===== src/rtl/ctrl_fsm_hs.sv =====
// Multicycle control FSM for the 32-bit RISC datapath, with handshaked memory/I-O and return-stack fault tracking.
// Latency: state, sp_count and fault_code are registered; all other outputs decode combinationally from state and inputs.
// Backpressure: MEM_RD/MEM_WR wait on mem_ready, IN_WAIT on in_valid, OUT_WAIT on out_ready; HALT waits on resume.
module ctrl_fsm_hs #(
  parameter int OPW          = 6,
  parameter int ILLEGAL_BASE = 24,
  parameter int DEPTH        = 8,
  parameter int SPW          = $clog2(DEPTH + 1)
) (
  input  logic           clk,
  input  logic           reset,
  input  logic [OPW-1:0] i_opcode,
  input  logic           i_zero,
  input  logic           i_mem_ready,
  input  logic           i_in_valid,
  input  logic           i_out_ready,
  input  logic           i_resume,
  output logic [4:0]     o_state,
  output logic           o_pc_we,
  output logic           o_ir_we,
  output logic           o_reg_we,
  output logic           o_mem_we,
  output logic           o_mem_req,
  output logic           o_in_ready,
  output logic           o_out_valid,
  output logic           o_push,
  output logic           o_pop,
  output logic [1:0]     o_alu_op,
  output logic [1:0]     o_sel_pc,
  output logic [1:0]     o_sel_alu_b,
  output logic           o_sel_mem,
  output logic           o_sel_reg1,
  output logic           o_sel_reg2,
  output logic           o_sel_alu_a,
  output logic           o_sel_in,
  output logic [SPW-1:0] o_sp_count,
  output logic           o_halted,
  output logic           o_fault,
  output logic [1:0]     o_fault_code
);

  typedef enum logic [4:0] {
    S_FETCH    = 5'd0,
    S_DECODE   = 5'd1,
    S_ADDR     = 5'd2,
    S_MEM_RD   = 5'd3,
    S_WB_MEM   = 5'd4,
    S_MEM_WR   = 5'd5,
    S_EXEC_R   = 5'd6,
    S_EXEC_I   = 5'd7,
    S_WB_ALU   = 5'd8,
    S_BR_CALC  = 5'd9,
    S_BR_DONE  = 5'd10,
    S_JUMP     = 5'd11,
    S_RET      = 5'd12,
    S_IN_WAIT  = 5'd13,
    S_OUT_WAIT = 5'd14,
    S_HALT     = 5'd15,
    S_FAULT    = 5'd16
  } state_t;

  // Opcode map of the ISA.
  localparam logic [OPW-1:0] OP_R    = OPW'(0);
  localparam logic [OPW-1:0] OP_I_LO = OPW'(1);
  localparam logic [OPW-1:0] OP_I_HI = OPW'(9);
  localparam logic [OPW-1:0] OP_B_LO = OPW'(10);
  localparam logic [OPW-1:0] OP_B_HI = OPW'(13);
  localparam logic [OPW-1:0] OP_STI  = OPW'(14);
  localparam logic [OPW-1:0] OP_LDI  = OPW'(15);
  localparam logic [OPW-1:0] OP_STR  = OPW'(16);
  localparam logic [OPW-1:0] OP_LDR  = OPW'(17);
  localparam logic [OPW-1:0] OP_IN   = OPW'(19);
  localparam logic [OPW-1:0] OP_OUT  = OPW'(20);
  localparam logic [OPW-1:0] OP_JMP  = OPW'(21);
  localparam logic [OPW-1:0] OP_JAL  = OPW'(22);
  localparam logic [OPW-1:0] OP_JST  = OPW'(23);
  localparam logic [OPW-1:0] OP_ILL  = OPW'(ILLEGAL_BASE);

  localparam logic [SPW-1:0] SP_FULL = SPW'(DEPTH);

  localparam logic [1:0] FC_NONE  = 2'b00;
  localparam logic [1:0] FC_ILL   = 2'b01;
  localparam logic [1:0] FC_OVER  = 2'b10;
  localparam logic [1:0] FC_UNDER = 2'b11;

  state_t         r_state;
  state_t         w_next;
  logic [SPW-1:0] r_sp_count;
  logic [1:0]     r_fault_code;
  logic [1:0]     w_fault_code;

  logic w_illegal;
  logic w_is_r;
  logic w_is_i;
  logic w_is_br;
  logic w_is_mem;
  logic w_is_load;
  logic w_is_imm_mem;
  logic w_sp_empty;
  logic w_sp_full;

  // Opcode classes; the IR is stable for the whole instruction, so these hold across its states.
  assign w_illegal    = (i_opcode >= OP_ILL);
  assign w_is_r       = (i_opcode == OP_R);
  assign w_is_i       = (i_opcode >= OP_I_LO) && (i_opcode <= OP_I_HI);
  assign w_is_br      = (i_opcode >= OP_B_LO) && (i_opcode <= OP_B_HI);
  assign w_is_mem     = (i_opcode >= OP_STI) && (i_opcode <= OP_LDR);
  assign w_is_load    = (i_opcode == OP_LDI) || (i_opcode == OP_LDR);
  assign w_is_imm_mem = (i_opcode == OP_STI) || (i_opcode == OP_LDI);
  assign w_sp_empty   = (r_sp_count == '0);
  assign w_sp_full    = (r_sp_count == SP_FULL);

  assign o_state      = r_state;
  assign o_sp_count   = r_sp_count;
  assign o_fault_code = r_fault_code;

  // State, stack occupancy and fault code; the code latches only on the transition into FAULT.
  always_ff @(posedge clk) begin
    if (reset) begin
      r_state      <= S_FETCH;
      r_sp_count   <= '0;
      r_fault_code <= FC_NONE;
    end else begin
      r_state <= w_next;
      if (o_push) begin
        r_sp_count <= r_sp_count + SPW'(1);
      end else if (o_pop) begin
        r_sp_count <= r_sp_count - SPW'(1);
      end
      if ((w_next == S_FAULT) && (r_state != S_FAULT)) begin
        r_fault_code <= w_fault_code;
      end
    end
  end

  // Next-state and per-state control decode; every output defaults to 0.
  always_comb begin
    w_next        = r_state;
    w_fault_code  = FC_NONE;
    o_pc_we       = 1'b0;
    o_ir_we       = 1'b0;
    o_reg_we      = 1'b0;
    o_mem_we      = 1'b0;
    o_mem_req     = 1'b0;
    o_in_ready    = 1'b0;
    o_out_valid   = 1'b0;
    o_push        = 1'b0;
    o_pop         = 1'b0;
    o_alu_op      = 2'b00;
    o_sel_pc      = 2'b00;
    o_sel_alu_b   = 2'b00;
    o_sel_mem     = 1'b0;
    o_sel_reg1    = 1'b0;
    o_sel_reg2    = 1'b0;
    o_sel_alu_a   = 1'b0;
    o_sel_in      = 1'b0;
    o_halted      = 1'b0;
    o_fault       = 1'b0;

    case (r_state)
      S_FETCH: begin
        o_ir_we     = 1'b1;
        o_alu_op    = 2'b01;
        o_sel_alu_b = 2'b01;
        w_next      = S_DECODE;
      end

      S_DECODE: begin
        o_pc_we = 1'b1;
        if (w_illegal) begin
          o_pc_we      = 1'b0;
          w_fault_code = FC_ILL;
          w_next       = S_FAULT;
        end else if (w_is_r) begin
          w_next = S_EXEC_R;
        end else if (w_is_i) begin
          w_next = S_EXEC_I;
        end else if (w_is_mem) begin
          w_next = S_ADDR;
        end else if (w_is_br) begin
          w_next = S_BR_CALC;
        end else if ((i_opcode == OP_JMP) || (i_opcode == OP_JAL)) begin
          w_next = S_JUMP;
        end else if (i_opcode == OP_JST) begin
          // Return with nothing on the stack aborts before touching the PC.
          if (w_sp_empty) begin
            o_pc_we      = 1'b0;
            w_fault_code = FC_UNDER;
            w_next       = S_FAULT;
          end else begin
            w_next = S_RET;
          end
        end else if (i_opcode == OP_IN) begin
          w_next = S_IN_WAIT;
        end else if (i_opcode == OP_OUT) begin
          w_next = S_OUT_WAIT;
        end else begin
          w_next = S_HALT;
        end
      end

      S_ADDR: begin
        o_sel_mem   = 1'b1;
        o_sel_alu_a = 1'b1;
        o_sel_alu_b = 2'b11;
        o_alu_op    = w_is_imm_mem ? 2'b11 : 2'b01;
        w_next      = w_is_load ? S_MEM_RD : S_MEM_WR;
      end

      S_MEM_RD: begin
        o_mem_req  = 1'b1;
        o_sel_mem  = 1'b1;
        o_sel_reg2 = 1'b1;
        if (i_mem_ready) begin
          w_next = S_WB_MEM;
        end
      end

      S_WB_MEM: begin
        o_reg_we   = 1'b1;
        o_sel_mem  = 1'b1;
        o_sel_reg2 = 1'b1;
        w_next     = S_FETCH;
      end

      S_MEM_WR: begin
        o_mem_req   = 1'b1;
        o_mem_we    = 1'b1;
        o_sel_mem   = 1'b1;
        o_sel_alu_a = 1'b1;
        if (i_mem_ready) begin
          w_next = S_FETCH;
        end
      end

      S_EXEC_R: begin
        o_sel_reg1  = 1'b1;
        o_sel_alu_a = 1'b1;
        w_next      = S_WB_ALU;
      end

      S_EXEC_I: begin
        o_sel_alu_a = 1'b1;
        o_sel_alu_b = 2'b11;
        w_next      = S_WB_ALU;
      end

      S_WB_ALU: begin
        o_reg_we    = 1'b1;
        o_sel_alu_a = 1'b1;
        if (w_is_r) begin
          o_sel_reg1  = 1'b1;
          o_sel_alu_b = 2'b00;
        end else begin
          o_sel_alu_b = 2'b11;
        end
        w_next = S_FETCH;
      end

      S_BR_CALC: begin
        o_sel_pc    = 2'b01;
        o_sel_alu_a = 1'b1;
        w_next      = S_BR_DONE;
      end

      S_BR_DONE: begin
        o_sel_pc = 2'b10;
        o_alu_op = 2'b11;
        o_pc_we  = i_zero;
        w_next   = S_FETCH;
      end

      S_JUMP: begin
        o_alu_op    = 2'b11;
        o_sel_alu_a = 1'b1;
        o_sel_alu_b = 2'b11;
        if ((i_opcode == OP_JAL) && w_sp_full) begin
          w_fault_code = FC_OVER;
          w_next       = S_FAULT;
        end else begin
          o_pc_we = 1'b1;
          o_push  = (i_opcode == OP_JAL);
          w_next  = S_FETCH;
        end
      end

      S_RET: begin
        o_sel_pc = 2'b11;
        // Guard kept so the counter can never wrap even if entered with an empty stack.
        if (w_sp_empty) begin
          w_fault_code = FC_UNDER;
          w_next       = S_FAULT;
        end else begin
          o_pc_we = 1'b1;
          o_pop   = 1'b1;
          w_next  = S_FETCH;
        end
      end

      S_IN_WAIT: begin
        o_in_ready = 1'b1;
        o_sel_in   = 1'b1;
        o_reg_we   = i_in_valid;
        if (i_in_valid) begin
          w_next = S_FETCH;
        end
      end

      S_OUT_WAIT: begin
        o_out_valid = 1'b1;
        if (i_out_ready) begin
          w_next = S_FETCH;
        end
      end

      S_HALT: begin
        o_halted = 1'b1;
        if (i_resume) begin
          w_next = S_FETCH;
        end
      end

      S_FAULT: begin
        o_fault = 1'b1;
      end

      default: begin
        w_next = S_FETCH;
      end
    endcase
  end

endmodule

===== config.mk =====
export PLATFORM = sky130hd
export DESIGN_NAME = ctrl_fsm_hs
export DESIGN_NICKNAME = d
export VERILOG_FILES = /design/src/rtl/ctrl_fsm_hs.sv
export SDC_FILE = /design/constraint.sdc
export NUM_CORES = 1
export LEC_CHECK = 0
export ABC_AREA = 1
export CAP_MARGIN = 20
export CORE_ASPECT_RATIO = 0.7
export CORE_UTILIZATION = 38
export DETAILED_ROUTE_END_ITERATION = 16
export GPL_ROUTABILITY_DRIVEN = 0
export GPL_TIMING_DRIVEN = 0
export PLACE_DENSITY = 0.73
export SYNTH_ARGS = -nofsm -noshare
export SYNTH_HDL_FRONTEND = slang
export SYNTH_SLANG_ARGS = --single-unit

===== constraint.sdc =====
create_clock -name clk -period 2.4 [get_ports clk]
set_clock_uncertainty 0.15 [all_clocks]
set_input_delay 0.72 -clock clk [delete_from_list [all_inputs] [get_ports clk]]
set_output_delay 0.72 -clock clk [all_outputs]
set_load 0.02 [all_outputs]

==> run summary <==
outcome = finished with violations
failing checks = negative setup slack
largest net degree at the start of global routing = 9
Max clock buf depth = 2
fmax = 393 MHz
Rel. slew slack = 80.7%
Die Wd = 66.4 um
Clock power frac = 21.0%
row count = 15
sequential area share after synthesis = 20.0%
Clock transition at path regs = 50 ps
post-route setup TNS = -541 ps
die height = 47.1 um
placed instance area = 0.00165 mm^2
Leak Pwr = 1.02 nW
GR Overflow Total = 0
Worst Path Max Fanout = 3
period utilization = 106%
clk sinks = 11
fin nets = 283
syn avg cell area = 5.69 um^2
post-synth top area share = 20.0%
routed len/inst = 14.3 um
clock buffer count from CTS = 3
capturing element type of the critical path = primary output
switching fraction of total power = 42.8%
Worst EP arrival = 1680 ps
sequential power share = 24.8%
min setup slack post-route = -146 ps
kind of critical path = primary input to primary output
drc violations = 0
Period minus WS final = 2550 ps
1st-iter DRT viols = 205
Worst EP required = 1530 ps
Main synth FF type = dfxtp_1
drt total wl = 4280 um
Post-synth EDFFs = 0
Seq cells post-synth = 11
H-tree levels = 1
Worst Tran Pin Value = 286 ps
final non-filler cell total = 300
RSZ-0062 raised after global routing = yes
placed cells = 272
PortBufs = 44
R2R cell count = 13
CTS tree = done
CTS hold repair buffers = 0
n_diodes = 0
Sw Pwr = 403 uW
count leader, synth = nor2_1
Pint = 540 uW
First-pass DRT Iterations = 4
FF-to-FF Start = o_sp_count[0]$_SDFFE_PP0P_
min-delay worst type = flip-flop to flip-flop
Commonest cells post-synth = 36 x nor2_1, 35 x nand2_1, 32 x inv_1
cell taking the most area after synthesis = dfxtp_1
worst hold slack = 336 ps
Area contributors post-synth = dfxtp_1 20%, nor2_1 12%, nand2_1 12%, inv_1 11%, nand3_1 7.7%
share of layout cells above drive strength 1 = 39.1%
vias in the first global route = 1388
detailed placer's ending HPWL = 2750 um
Initial Utilization = 42.3%
clock latency on the worst-skew pair = 250 ps
GRT Util Overall = 26.4%
asr flop ratio synth = 0%
Top-Level Pins = 46
final instance area = 0.00203 mm^2
initial antenna violation count = 0
FF-to-FF End = o_sp_count[3]$_SDFFE_PP0P_
PD cells = 463 mW/mm^2
CP startpoint kind = primary input
Final Setup Violations = 7
maximum VDD drop = 0.000262 V
Vias/cell = 5.44
Core Area = 0.00261 mm^2
area growth from synthesis to layout = 84.4%
Logic pwr share = 54.2%
Hold Crit Start = o_fault_code[1]$_SDFFE_PP0P_
total die area = 0.00313 mm^2
post-layout util = 78.0%
routed wl met3 = 351 um
Post-DRT Antenna Nets = 0
max cap viols = 0
Synth Instances = 194
Highest Signal Layer = met4
Syn. warnings = 0
hold path cells = 2
met1 WL = 1890 um
fillers = 189
Synth Cell Area = 0.00110 mm^2
Worst Hold End = o_fault_code[1]$_SDFFE_PP0P_
first-pass GRT wire length = 6140 um
R2R setup slack = 140 ps
final max-slew violation count = 0
Vias = 1633
Post-Syn Nets = 210
final hold violation count = 0
Synth cell types = 30
DR WL met2 = 1940 um
CTS root buffer = clkbuf_8
==> layout make-up <==
class	count	area, um^2	share of cell area [%]
Multi-Input combinational cell	146	931	45.8
Timing Repair Buffer	68	617	30.3
Sequential cell	11	230	11.3
Inverter	35	136	6.70
Clock buffer	4	45.0	2.21
Tap cell	34	42.5	2.09
Buffer	2	32.5	1.60
==> cell families after synthesis <==
logic type	synth area share, %
AO/OA/AOI/OAI	15.4
XOR/XNOR	0.794
adder cells (fa/ha/maj)	4.08
buffers and inverters	13.2
flip-flops	20.0
AND/OR/NAND/NOR	46.6
==> metal layers <==
layer	vias to the layer above	GRT usage (%)
li1	774	-
met1	748	35.2
met2	92	44.3
met3	19	5.10
met4	0	7.66
met5	-	0
==> worst max-delay path: stages <==
cell and delay [ps]:
buf_8 110, nor2_4 140, nand3_2 140, nor2_4 150, nor2_2 60, a21oi_2 130
nand2_1 70, buf_4 160
==> cells in the final DEF (no fill, tap or decap), types with 3 or more instances in the layout <==
cell type        count
a21oi_1             10
nand3_2              6
clkbuf_8             3
nor2_2               6
a21oi_2              3
nand2_1             28
inv_2                6
buf_6                8
nor2_1              26
nor2_4               9
nor3_1               3
o21ai_0             10
a31oi_1              3
dfxtp_1              7
dlygate4sd2_1        5
buf_4               26
inv_1               27
nand3_1             12
nand2_2              7
buf_2                6
clkdlybuf4s50_1     16
nand4_1              8
==> stage by stage <==
stage	setup WS [ps]	total power, mW
finish	-146	0.943
global route	-219	0.990
CTS	-145	0.906
detailed placement	-1220	0.671
global placement	-1190	0.662
floorplan	-142	0.479
==> worst max-delay path by stage <==
stage | end | cells after the start | slack [ps] | start
6_report | o_pc_we | 8 | -150 | i_opcode[5]
3_3_place_gp | o_pc_we | 8 | -1190 | i_opcode[3]
5_1_grt | o_pc_we | 8 | -220 | o_state[1]$_SDFF_PP0_
4_1_cts | o_pc_we | 8 | -140 | i_opcode[5]
3_5_place_dp | o_pc_we | 8 | -1220 | i_opcode[3]
2_1_floorplan | o_sel_alu_b[0] | 6 | -140 | i_opcode[2]
==> power by group through the flow <==
stage          Clock, mW  Sequential, mW  Combinational, mW
2_1_floorplan          0           0.246              0.232
6_report           0.198           0.234              0.511
3_3_place_gp           0           0.226              0.437
5_1_grt            0.207           0.236              0.547
3_5_place_dp           0           0.228              0.443
4_1_cts            0.194           0.231              0.482
==> sequential cells by signal (all words and copies together), names as in the netlist <==
register and count:
o_fault_code 2, o_sp_count 4, o_state 5
==> repair_timing <==
action | 4_1_cts | 5_1_grt
setup buffers | 17 | 7
setup endpoints to repair | 25 | 17
pin swaps | 13 | 7
gates resized for setup | 139 | 26
Power figures use the tool's default switching activity.
